### config.mk
export PLATFORM = sky130hd
export DESIGN_NAME = pipe_stage_reg
export DESIGN_NICKNAME = d
export VERILOG_FILES = /design/src/rtl/pipe_stage_reg.sv
export SDC_FILE = /design/constraint.sdc
export NUM_CORES = 1
export LEC_CHECK = 0
export BUFFER_PORTS_ARGS = -buffer_cell sky130_fd_sc_hd__buf_4
export CORE_ASPECT_RATIO = 1.25
export CORE_MARGIN = 10
export CORE_UTILIZATION = 31
export CTS_CLUSTER_SIZE = 25
export DETAILED_ROUTE_END_ITERATION = 8
export SLEW_MARGIN = 20
export SYNTH_ARGS = -nofsm -noshare
export SYNTH_HDL_FRONTEND = slang
export SYNTH_SLANG_ARGS = --single-unit
### constraint.sdc
create_clock -name Clk -period 0.9 [get_ports Clk]
set_input_delay 0 -clock Clk [delete_from_list [all_inputs] [get_ports Clk]]
set_output_delay 0 -clock Clk [all_outputs]
set_load 0.03 [all_outputs]
### src/rtl/pipe_stage_reg.sv
`default_nettype none
// ============================================================================
// Module      : pipe_stage_reg
// Description : Generic parametrised pipeline stage register for any stage
//               boundary (IF/ID, ID/EX, EX/MEM, MEM/WB). Carries an opaque
//               payload and a control vector, plus a valid bit, stall hold,
//               flush and bubble insertion. A per-bit kill mask selects which
//               control bits are forced to zero when a bubble is created.
//               State updates on the falling edge of Clk.
// Optional    : PIPE_PERF_EN - when defined, saturating stall and bubble
//               performance counters (and perf_clr) are implemented. When
//               undefined, both counter outputs are tied to zero and perf_clr
//               is ignored.
// Ports       :
//   Clk             in   1      stage clock (negative-edge active)
//   Clrn            in   1      asynchronous active-low reset
//   stall           in   1      hold current contents
//   flush           in   1      squash the stage (beats stall)
//   bubble          in   1      insert a NOP instead of the incoming instr
//   in_valid        in   1      incoming instruction valid
//   in_data         in   DW     incoming payload
//   in_ctrl         in   CW     incoming control vector
//   perf_clr        in   1      synchronous clear of perf counters
//   out_valid       out  1      stage holds a valid instruction
//   out_data        out  DW     registered payload
//   out_ctrl        out  CW     registered control vector
//   out_bubble      out  1      current contents are an inserted bubble
//   perf_stall_cnt  out  CNT_W  saturating count of stalled edges
//   perf_bubble_cnt out  CNT_W  saturating count of inserted bubbles
// Revision    : 1.0 - initial release
// ============================================================================
module pipe_stage_reg #(
  parameter int          DW        = 160,
  parameter int          CW        = 11,
  parameter logic [CW-1:0] KILL_MASK = {CW{1'b1}},
  parameter int          CNT_W     = 16
) (
  input  logic             Clk,
  input  logic             Clrn,
  input  logic             stall,
  input  logic             flush,
  input  logic             bubble,
  input  logic             in_valid,
  input  logic [DW-1:0]    in_data,
  input  logic [CW-1:0]    in_ctrl,
  input  logic             perf_clr,
  output logic             out_valid,
  output logic [DW-1:0]    out_data,
  output logic [CW-1:0]    out_ctrl,
  output logic             out_bubble,
  output logic [CNT_W-1:0] perf_stall_cnt,
  output logic [CNT_W-1:0] perf_bubble_cnt
);

  logic            r_valid;
  logic [DW-1:0]   r_data;
  logic [CW-1:0]   r_ctrl;
  logic            r_bubble;

  // Control vector with killable bits cleared; unmasked bits pass through so
  // downstream datapath muxes keep a deterministic select during a bubble.
  logic [CW-1:0]   w_kill_ctrl;
  // An invalid incoming instruction is handled exactly like a bubble.
  logic            w_take_bubble;
  // Edge classification used by the performance counters.
  logic            w_stall_evt;
  logic            w_bubble_evt;

  assign w_kill_ctrl   = in_ctrl & ~KILL_MASK;
  assign w_take_bubble = bubble | ~in_valid;
  assign w_stall_evt   = ~flush & stall;
  assign w_bubble_evt  = flush | (~stall & w_take_bubble);

  // Priority: reset > flush > stall > bubble/invalid > load.
  always_ff @(negedge Clk or negedge Clrn) begin
    if (!Clrn) begin
      r_valid  <= 1'b0;
      r_data   <= '0;
      r_ctrl   <= '0;
      r_bubble <= 1'b0;
    end else if (flush) begin
      r_valid  <= 1'b0;
      r_data   <= in_data;
      r_ctrl   <= w_kill_ctrl;
      r_bubble <= 1'b1;
    end else if (!stall) begin
      r_data <= in_data;
      if (w_take_bubble) begin
        r_valid  <= 1'b0;
        r_ctrl   <= w_kill_ctrl;
        r_bubble <= 1'b1;
      end else begin
        r_valid  <= 1'b1;
        r_ctrl   <= in_ctrl;
        r_bubble <= 1'b0;
      end
    end
  end

  assign out_valid  = r_valid;
  assign out_data   = r_data;
  assign out_ctrl   = r_ctrl;
  assign out_bubble = r_bubble;

`ifdef PIPE_PERF_EN
  logic [CNT_W-1:0] r_stall_cnt;
  logic [CNT_W-1:0] r_bubble_cnt;

  // Counters saturate at all-ones; a clear on the same edge wins.
  always_ff @(negedge Clk or negedge Clrn) begin
    if (!Clrn) begin
      r_stall_cnt  <= '0;
      r_bubble_cnt <= '0;
    end else if (perf_clr) begin
      r_stall_cnt  <= '0;
      r_bubble_cnt <= '0;
    end else begin
      if (w_stall_evt && (r_stall_cnt != {CNT_W{1'b1}})) begin
        r_stall_cnt <= r_stall_cnt + {{(CNT_W-1){1'b0}}, 1'b1};
      end
      if (w_bubble_evt && (r_bubble_cnt != {CNT_W{1'b1}})) begin
        r_bubble_cnt <= r_bubble_cnt + {{(CNT_W-1){1'b0}}, 1'b1};
      end
    end
  end

  assign perf_stall_cnt  = r_stall_cnt;
  assign perf_bubble_cnt = r_bubble_cnt;
`else
  // Counters compiled out; keep the clear input and event terms referenced.
  logic w_unused_perf;
  assign w_unused_perf   = perf_clr ^ w_stall_evt ^ w_bubble_evt;
  assign perf_stall_cnt  = '0;
  assign perf_bubble_cnt = '0;
`endif

endmodule
`default_nettype wire
==> results of run 1 <==
## worst max path at each step
stage / slack [ns] / end
after global placement: -0.65 / out_data[3]
after CTS: -0.58 / out_bubble
after detailed placement: -0.68 / out_data[18]
after global routing: -0.60 / out_bubble
final: -0.56 / out_data[50]
after floorplan: -0.53 / out_data[100]
## kinds of logic after synthesis
logic type | Yosys count | synth area share (%)
AO/OA/AOI/OAI | 13 | 0.9400
buffers and inverters | 55 | 5.849
flip-flops | 173 | 60.23
multiplexers | 160 | 30.29
other | 1 | 0.05217
AND/OR/NAND/NOR | 26 | 2.646
## where the power goes
group	total (mW)	leakage [nW]	switching [mW]	internal [mW]
sequential	8.96	2.04	0.464	8.49
clock	7.91	0.297	3.11	4.80
combinational	6.25	4.46	2.80	3.45
## area by class of cell
type	instances	area [um^2]	area share, %
tap	288	360.3	2.712
timing repair buffer	547	5314	39.99
clock inverter	10	161.4	1.215
sequential	173	4329	32.58
multi-input combinational	231	2658	20.00
clock buffer	22	464.2	3.494
## cell usage after synthesis
cell type	count	area, um^2
dfrtn_1	173	4329
nand2b_1	2	12.51
mux2_2	60	675.7
buf_2	9	45.04
a21oi_1	12	60.06
nand2_1	12	45.04
buf_6	11	123.9
clkbuf_1	3	11.26
conb_1	1	3.750
mux2_4	100	1501
nand4bb_1	11	123.9
a21o_1	1	7.510
buf_4	32	240.2
or3b_1	1	8.760
## layout by cell type, fill, tap and decap left out, types with 2 or more instances in the layout
| cell type | n |
|---|---|
| buf_4 | 317 |
| buf_6 | 189 |
| dfrtn_1 | 173 |
| mux2_4 | 116 |
| mux2_2 | 44 |
| conb_1 | 32 |
| buf_12 | 20 |
| clkbuf_16 | 17 |
| nand4bb_1 | 11 |
| buf_8 | 11 |
| nand2_2 | 10 |
| a21oi_1 | 10 |
| buf_16 | 8 |
| bufinv_16 | 4 |
| clkinvlp_4 | 3 |
| clkbuf_1 | 3 |
| a21oi_2 | 2 |
| nand2_1 | 2 |
| clkinv_2 | 2 |
| clkbuf_8 | 2 |
| dlygate4sd3_1 | 2 |
## flip-flops by register name, indices dropped and copies added (netlist names)
register	count
out_bubble	1
out_data	160
out_valid	1
out_ctrl	11
## layer usage
layer	vias to the layer above	GRT usage, %	wire, um
met2	221	28.73	13500
met1	2689	18.13	9366
li1	2516	-	-
met3	20	6.590	2086
met5	-	0	0
met4	0	4.182	299
## stage by stage
| stage | std cells | area, um^2 |
|---|---|---|
| 3_3_place_gp | 1136 | 10760 |
| 2_1_floorplan | 459 | 7483 |
| 6_report | 1271 | 13290 |
| 3_5_place_dp | 1136 | 10760 |
| 5_1_grt | 1271 | 13290 |
| 4_1_cts | 1243 | 13170 |
## timing repair
action / in CTS / in global routing
setup buffers: 60 / 44
pin swaps: 2 / 3
gates cloned: 14 / 0
hold buffers: 2 / 0
resized for setup: 240 / 16
endpoints found under the hold margin: 4 / 0
endpoints found under the setup margin: 341 / 336
==> flow_summary.toml, run 1 <==
[pwr]
pwr_density_cell_nw_per_um2 = 1740
peakVddDrop_v = 0.001195
p_total_mw = 23.12
p_leak_nw = 6.797

[sta]
setup_viol_count_final = 335
hold_violations = 11
setup_slack_ns = -0.5612
skew_ns = 0
fin_tns_setup_ns = -129.26
rsz0062_at_grt = "true"
hold_ws_ns = -0.005530
drv_slew = 0

[setup_path]
path_buf_inv = 1
critPathTopFamily = "flip-flops"
rr_worst_depth = 4
worst-path-stages = 1
worst-endpoint-arrival_ns = 1.46
slowest_stage = "dfrtn_1"
worstSetupStartpoint = "out_data[50]"
cp-end-kind = "output port"
cp-start-kind = "flop"
crit_chain = "buf_6"
rrSetupSlack_ns = -0.23
cpPeakStageDelay_ns = 0.46
cp.required_ns = 0.90
critPathKind = "flop to output port"
worstPathMaxFanout = 2
rr_endpoint = "out_data[100]"
r2r-start = "out_data[100]"

[global_route]
antenna_found_initial = 0
grt_pass1_wl_um = 37030
grt_pass1_vias = 5990
grt_max_degree = 36
grt-ovfl-total = 0
grt_usage_pct = 16.42

[outcome]
outcome = "complete, but fails checks"
violations = "negative hold slack, negative setup slack"

[clocking]
root_buffer = "clkbuf_16"
cts_made_buffers = 17
htreeDepth = 4
cts_tree = "yes"
cts.clk_slew.worst_paths_ns = 0.05
insertion_delay_ns = 0.40
clockBufferDepth = 2
clock_sinks = 173

[drt]
viasPerCell = 4.285
drc = 0
dr_total_vias = 5446
routed_wl_um = 25250
drt-initial-drc-count = 117
dr.pass1.iters = 4
drtAntennaViolNets = 0
wl_per_cell_um = 19.87

[logic_synthesis]
yosys_warnings = 0
syn_inst = 428
synth_area_um2 = 7188
yosysSeqAreaShare_pct = 60.23
ys_types = 14
synth-seq-cells = 173
syn_avg_cell_area_um2 = 16.79

[final_layout]
syn_to_final_growth_pct = 84.84
nNetsFinal = 1148
antenna_cells = 0
drive_above_1_share_pct = 76.09
final_core_util_pct = 58.06
fillers = 1758

[place]
gp_congestion = 0.7411
hpwlAfterDp_um = 17960
post-place-ws_ns = -0.6805
io_buffers = 349

[flow_run]
maxCapViolCount = 0

[floorplan]
die_y_um = 190.3
io_pins = 383
die_w_um = 156.2
design.core.area_um2 = 22880
start_util_pct = 31.41
die-area_um2 = 29720
core.rowCount = 62

[worst_hold_path]
hold_class = "primary input to asynchronous set/reset pin"
Note: power is estimated with default switching activity, not from simulation.
==> run 2: changes to the inputs <==
--- a/config.mk
+++ b/config.mk
@@ -9,6 +9,7 @@
 export CORE_ASPECT_RATIO = 1.25
 export CORE_MARGIN = 10
 export CORE_UTILIZATION = 31
+export CTS_BUF_LIST = sky130_fd_sc_hd__clkbuf_8
 export CTS_CLUSTER_SIZE = 25
 export DETAILED_ROUTE_END_ITERATION = 8
 export SLEW_MARGIN = 20
==> constraint.sdc (replaced) <==
create_clock -name Clk -period 1.18 [get_ports Clk]
set_input_delay 0 -clock Clk [delete_from_list [all_inputs] [get_ports Clk]]
set_output_delay 0 -clock Clk [all_outputs]
set_load 0.03 [all_outputs]
==> flow_summary.toml, run 2 (same netlist as run 1, synthesis figures left out) <==
[outcome]
outcome = "complete, but fails checks"
violations = "negative setup slack"

[sta]
rsz0062_at_grt = "true"
drv_slew = 0
hold_ws_ns = 0.2844
setup_slack_ns = -0.4449
skew_ns = 0
hold_violations = 0
setup_viol_count_final = 333

[floorplan]
design.core.area_um2 = 22880
start_util_pct = 31.41
die-area_um2 = 29720
die_y_um = 190.3
die_w_um = 156.2
core.rowCount = 62
io_pins = 383

[place]
io_buffers = 349
post-place-ws_ns = -0.5265
gp_congestion = 0.7389
hpwlAfterDp_um = 17330
dp_cells = 1086

[pwr]
pwr_density_cell_nw_per_um2 = 1246
peakVddDrop_v = 0.0006231
p_leak_nw = 6.449
p_total_mw = 15.69

[clocking]
htreeDepth = 4
clockBufferDepth = 2
cts_tree = "yes"
insertion_delay_ns = 0.41
cts_made_buffers = 17
root_buffer = "clkbuf_8"
clock_sinks = 173
cts.clk_slew.worst_paths_ns = 0.06

[final_layout]
largest_reg_flops = 160
final_common_cell = "buf_4"
nNetsFinal = 1087
drive_above_1_share_pct = 73.32
syn_to_final_growth_pct = 75.09
finalNonFillerCells = 1210
final_cell_mix = "buf_4, buf_6, dfrtn_1, mux2_4, conb_1"
antenna_cells = 0

[drt]
drt-initial-drc-count = 101
viasPerCell = 4.307
dr_total_vias = 5211
drc = 0
drtAntennaViolNets = 0
routed_wl_um = 24110
wl_per_cell_um = 19.93
dr.pass1.iters = 4

[global_route]
antenna_found_initial = 0
grt-ovfl-total = 0
grt_max_degree = 31
grt_pass1_wl_um = 35470
grt_usage_pct = 15.57
grt_pass1_vias = 5748

[setup_path]
path_buf_inv = 1
critPathTopFamily = "flip-flops"
worstPathMaxFanout = 2
cp-start-kind = "flop"
worst-path-stages = 1
cp.required_ns = 1.18
cp-end-kind = "output port"
cpPeakStageDelay_ns = 0.47
slowest_stage = "dfrtn_1"
worst-endpoint-arrival_ns = 1.62
rr_worst_depth = 3
crit_chain = "buf_6"
critPathKind = "flop to output port"

[flow_run]
maxCapViolCount = 0

[worst_hold_path]
holdPathStages = 2
hold_class = "primary input to flop"
-- run 2: cell count changes in the layout (fill, tap and decap cells not counted), moves of 3 or more --
cell,change
buf_4,-56
buf_6,-4
clkbuf_1,-3
clkbuf_16,-17
clkbuf_8,+18
mux2_2,-15
mux2_4,+15
nand2_1,+10
nand2_2,-10
-- run 2: power breakdown --
part	switching [mW]	internal, mW	leakage, nW
Sequential	0.356	6.47	2.04
Combinational	2.08	2.48	4.21
Clock	2.27	2.03	0.199
Total	4.71	11.0	6.45
-- run 2: final timing paths --
kind | start | end | slack [ns]
worst max-delay path | out_data[16] | out_data[16] | -0.44
worst min-delay path | in_data[32] | out_data[32] | 0.28
worst max register to register | out_data[119] | out_data[119] | 0.14
worst min register to register | out_data[152] | out_data[152] | 0.48
max in group asynchronous | Clrn | out_data[79] | 0.07
min in group asynchronous | Clrn | out_data[112] | 0.54
-- run 2: cell type report --
type	count	area (um^2)
well taps	288	360.3
repair buffers	486	4821
multi-input cells	231	2679
fillers	1892	10300
clock inverters	12	121.4
flip-flops and latches	173	4329
clock buffers	20	275.3
-- run 2: worst reg2reg max path: stages, from the launching register on --
cell and delay, ns:
dfrtn_1 0.37, buf_4 0.14, buf_4 0.12, mux2_4 0.26
-- run 2: metrics by stage --
stage | util (%) | setup TNS, ns | area [um^2]
after floorplan | - | -58.56 | 7428
after global placement | 45.34 | -79.46 | 10380
after CTS | 53.84 | -97.85 | 12320
after global routing | 55.00 | -96.77 | 12590
after detailed placement | 45.34 | -79.95 | 10380
final | 55.00 | -87.54 | 12590
-- run 2: per-layer routing --
metal	global-route usage (%)	routed length (um)	share of wire, %	vias up
met5	0	0	0	-
met4	4.182	266	1.1	0
met3	7.086	2333	9.7	16
met2	26.85	12680	53	206
met1	16.93	8834	37	2601
li1	-	-	-	2388
-- run 2: what timing repair did --
item / 4_1_cts / 5_1_grt
hold endpoints to repair: 14 / 0
setup buffers: 50 / 36
gates cloned: 11 / 0
resized for setup: 228 / 25
hold buffers: 1 / 0
endpoints found under the setup margin: 300 / 333
pin swaps: 0 / 0
==> run 3: changes to the inputs <==
--- a/config.mk
+++ b/config.mk
@@ -5,6 +5,7 @@
 export SDC_FILE = /design/constraint.sdc
 export NUM_CORES = 1
 export LEC_CHECK = 0
+export ABC_CLOCK_PERIOD_IN_PS = 1420
 export BUFFER_PORTS_ARGS = -buffer_cell sky130_fd_sc_hd__buf_4
 export CORE_ASPECT_RATIO = 1.25
 export CORE_MARGIN = 10
==> constraint.sdc (replaced) <==
create_clock -name Clk -period 1.42 [get_ports Clk]
set_input_delay 0 -clock Clk [delete_from_list [all_inputs] [get_ports Clk]]
set_output_delay 0 -clock Clk [all_outputs]
set_load 0.03 [all_outputs]
==> flow_summary.toml, run 3 (same netlist as run 1, synthesis figures left out) <==
[setup_path]
critPathKind = "flop to output port"
crit_chain = "buf_6"
cp.required_ns = 1.42
cp-start-kind = "flop"
path_buf_inv = 1
worstPathMaxFanout = 2
critPathTopFamily = "flip-flops"
slowest_stage = "dfrtn_1"
cp-end-kind = "output port"
cpPeakStageDelay_ns = 0.47
worst-endpoint-arrival_ns = 1.74

[clocking]
clockBufferDepth = 2
htreeDepth = 4
insertion_delay_ns = 0.39
cts.clk_slew.worst_paths_ns = 0.06
clock_sinks = 173
cts_tree = "yes"
cts_made_buffers = 17
root_buffer = "clkbuf_8"

[floorplan]
die-area_um2 = 29720
core.rowCount = 62
io_pins = 383
start_util_pct = 31.41
design.core.area_um2 = 22880
die_y_um = 190.3
die_w_um = 156.2

[final_layout]
antenna_cells = 0
final_area_um2 = 11970
final_common_cell = "buf_4"
final_cell_mix = "buf_4, buf_6, dfrtn_1, mux2_4, mux2_2"
drive_above_1_share_pct = 72.78
fillers = 1986
syn_to_final_growth_pct = 66.46
nNetsFinal = 1065
finalNonFillerCells = 1188
largest_reg_flops = 160
final_core_util_pct = 52.29

[sta]
setup_viol_count_final = 173
hold_violations = 0
fin_tns_setup_ns = -45.13
skew_ns = 0
rsz0062_at_grt = "true"
setup_slack_ns = -0.3157
hold_ws_ns = 0.4152
drv_slew = 0

[global_route]
grt_max_degree = 48
grt_pass1_vias = 5611
grt_pass1_wl_um = 33680
grt_usage_pct = 14.60
grt-ovfl-total = 0
antenna_found_initial = 0

[pwr]
power_frac_comb_pct = 26.9
sw_frac_of_total_pct = 29.32
p_leak_nw = 6.062
p_total_mw = 13.12
seqPwrFrac_pct = 43.2
pwr_density_cell_nw_per_um2 = 1096
switchingPower_mw = 3.846
clkPwrFrac_pct = 29.9
p_int_mw = 9.270
peakVddDrop_v = 0.0006782

[drt]
dr.pass1.iters = 4
drt-initial-drc-count = 76
routed_wl_um = 22630
drc = 0
dr_total_vias = 5099
drtAntennaViolNets = 0
viasPerCell = 4.292
wl_per_cell_um = 19.05

[outcome]
violations = "negative setup slack"
outcome = "complete, but fails checks"

[place]
dpl_cell_area_um2 = 10280
io_buffers = 349
dp_cells = 1078
post-place-ws_ns = -0.3899
gp_congestion = 0.7518
hpwlAfterDp_um = 17180

[worst_hold_path]
hold_class = "primary input to flop"

[flow_run]
maxCapViolCount = 0
run 3: cell types whose count changed in the layout (fill, tap and decap cells not counted), sizes merged:
cell      before  now
clkbuf        20   19
inv            2    4
buf          485  463
bufinv         2    4
clkinv         4    3
clkinvlp       4    2
run 3: metal layers:
layer	vias up	track usage (%)	part of all wire (%)
li1	2336	-	-
met1	2535	15.17	36
met2	215	25.42	53
met3	13	7.199	10
met4	0	4.291	1.2
met5	-	0	0
run 3: cell type report:
class / instances / area, um^2 / share of cell area (%)
sequential: 173 / 4329 / 36.18
timing repair buffer: 464 / 4264 / 35.64
multi-input combinational: 231 / 2562 / 21.42
tap: 288 / 360.3 / 3.012
clock buffer: 19 / 261.5 / 2.186
clock inverter: 13 / 187.7 / 1.569
run 3: repair_timing:
| item | CTS | global route |
|---|---|---|
| hold endpoints to repair | 4 | 0 |
| resized for setup | 173 | 0 |
| setup buffers | 44 | 33 |
| endpoints found under the setup margin | 173 | 173 |
| hold buffers | 1 | 0 |
run 3: final timing paths:
| kind | start | endpoint | slack (ns) | cells past startpoint |
|---|---|---|---|---|
| min in group asynchronous | Clrn | out_data[110] | 0.60 | 2 |
| hold reg to reg | out_data[27] | out_data[27] | 0.48 | 1 |
| setup / recovery | out_data[64] | out_data[64] | -0.32 | 1 |
| setup reg to reg | out_data[118] | out_data[118] | 0.38 | 3 |
| hold / removal | in_data[103] | out_data[103] | 0.42 | 2 |
| max in group asynchronous | Clrn | out_data[62] | 0.23 | 3 |
run 3: power by group through the flow:
| stage | logic, mW | clock network, mW | registers [mW] |
|---|---|---|---|
| 2_1_floorplan | 0.947 | 0 | 6.46 |
| 3_3_place_gp | 3.02 | 0 | 5.68 |
| 3_5_place_dp | 3.04 | 0 | 5.68 |
| 4_1_cts | 3.45 | 4.10 | 5.67 |
| 5_1_grt | 3.70 | 4.29 | 5.72 |
| 6_report | 3.52 | 3.92 | 5.67 |
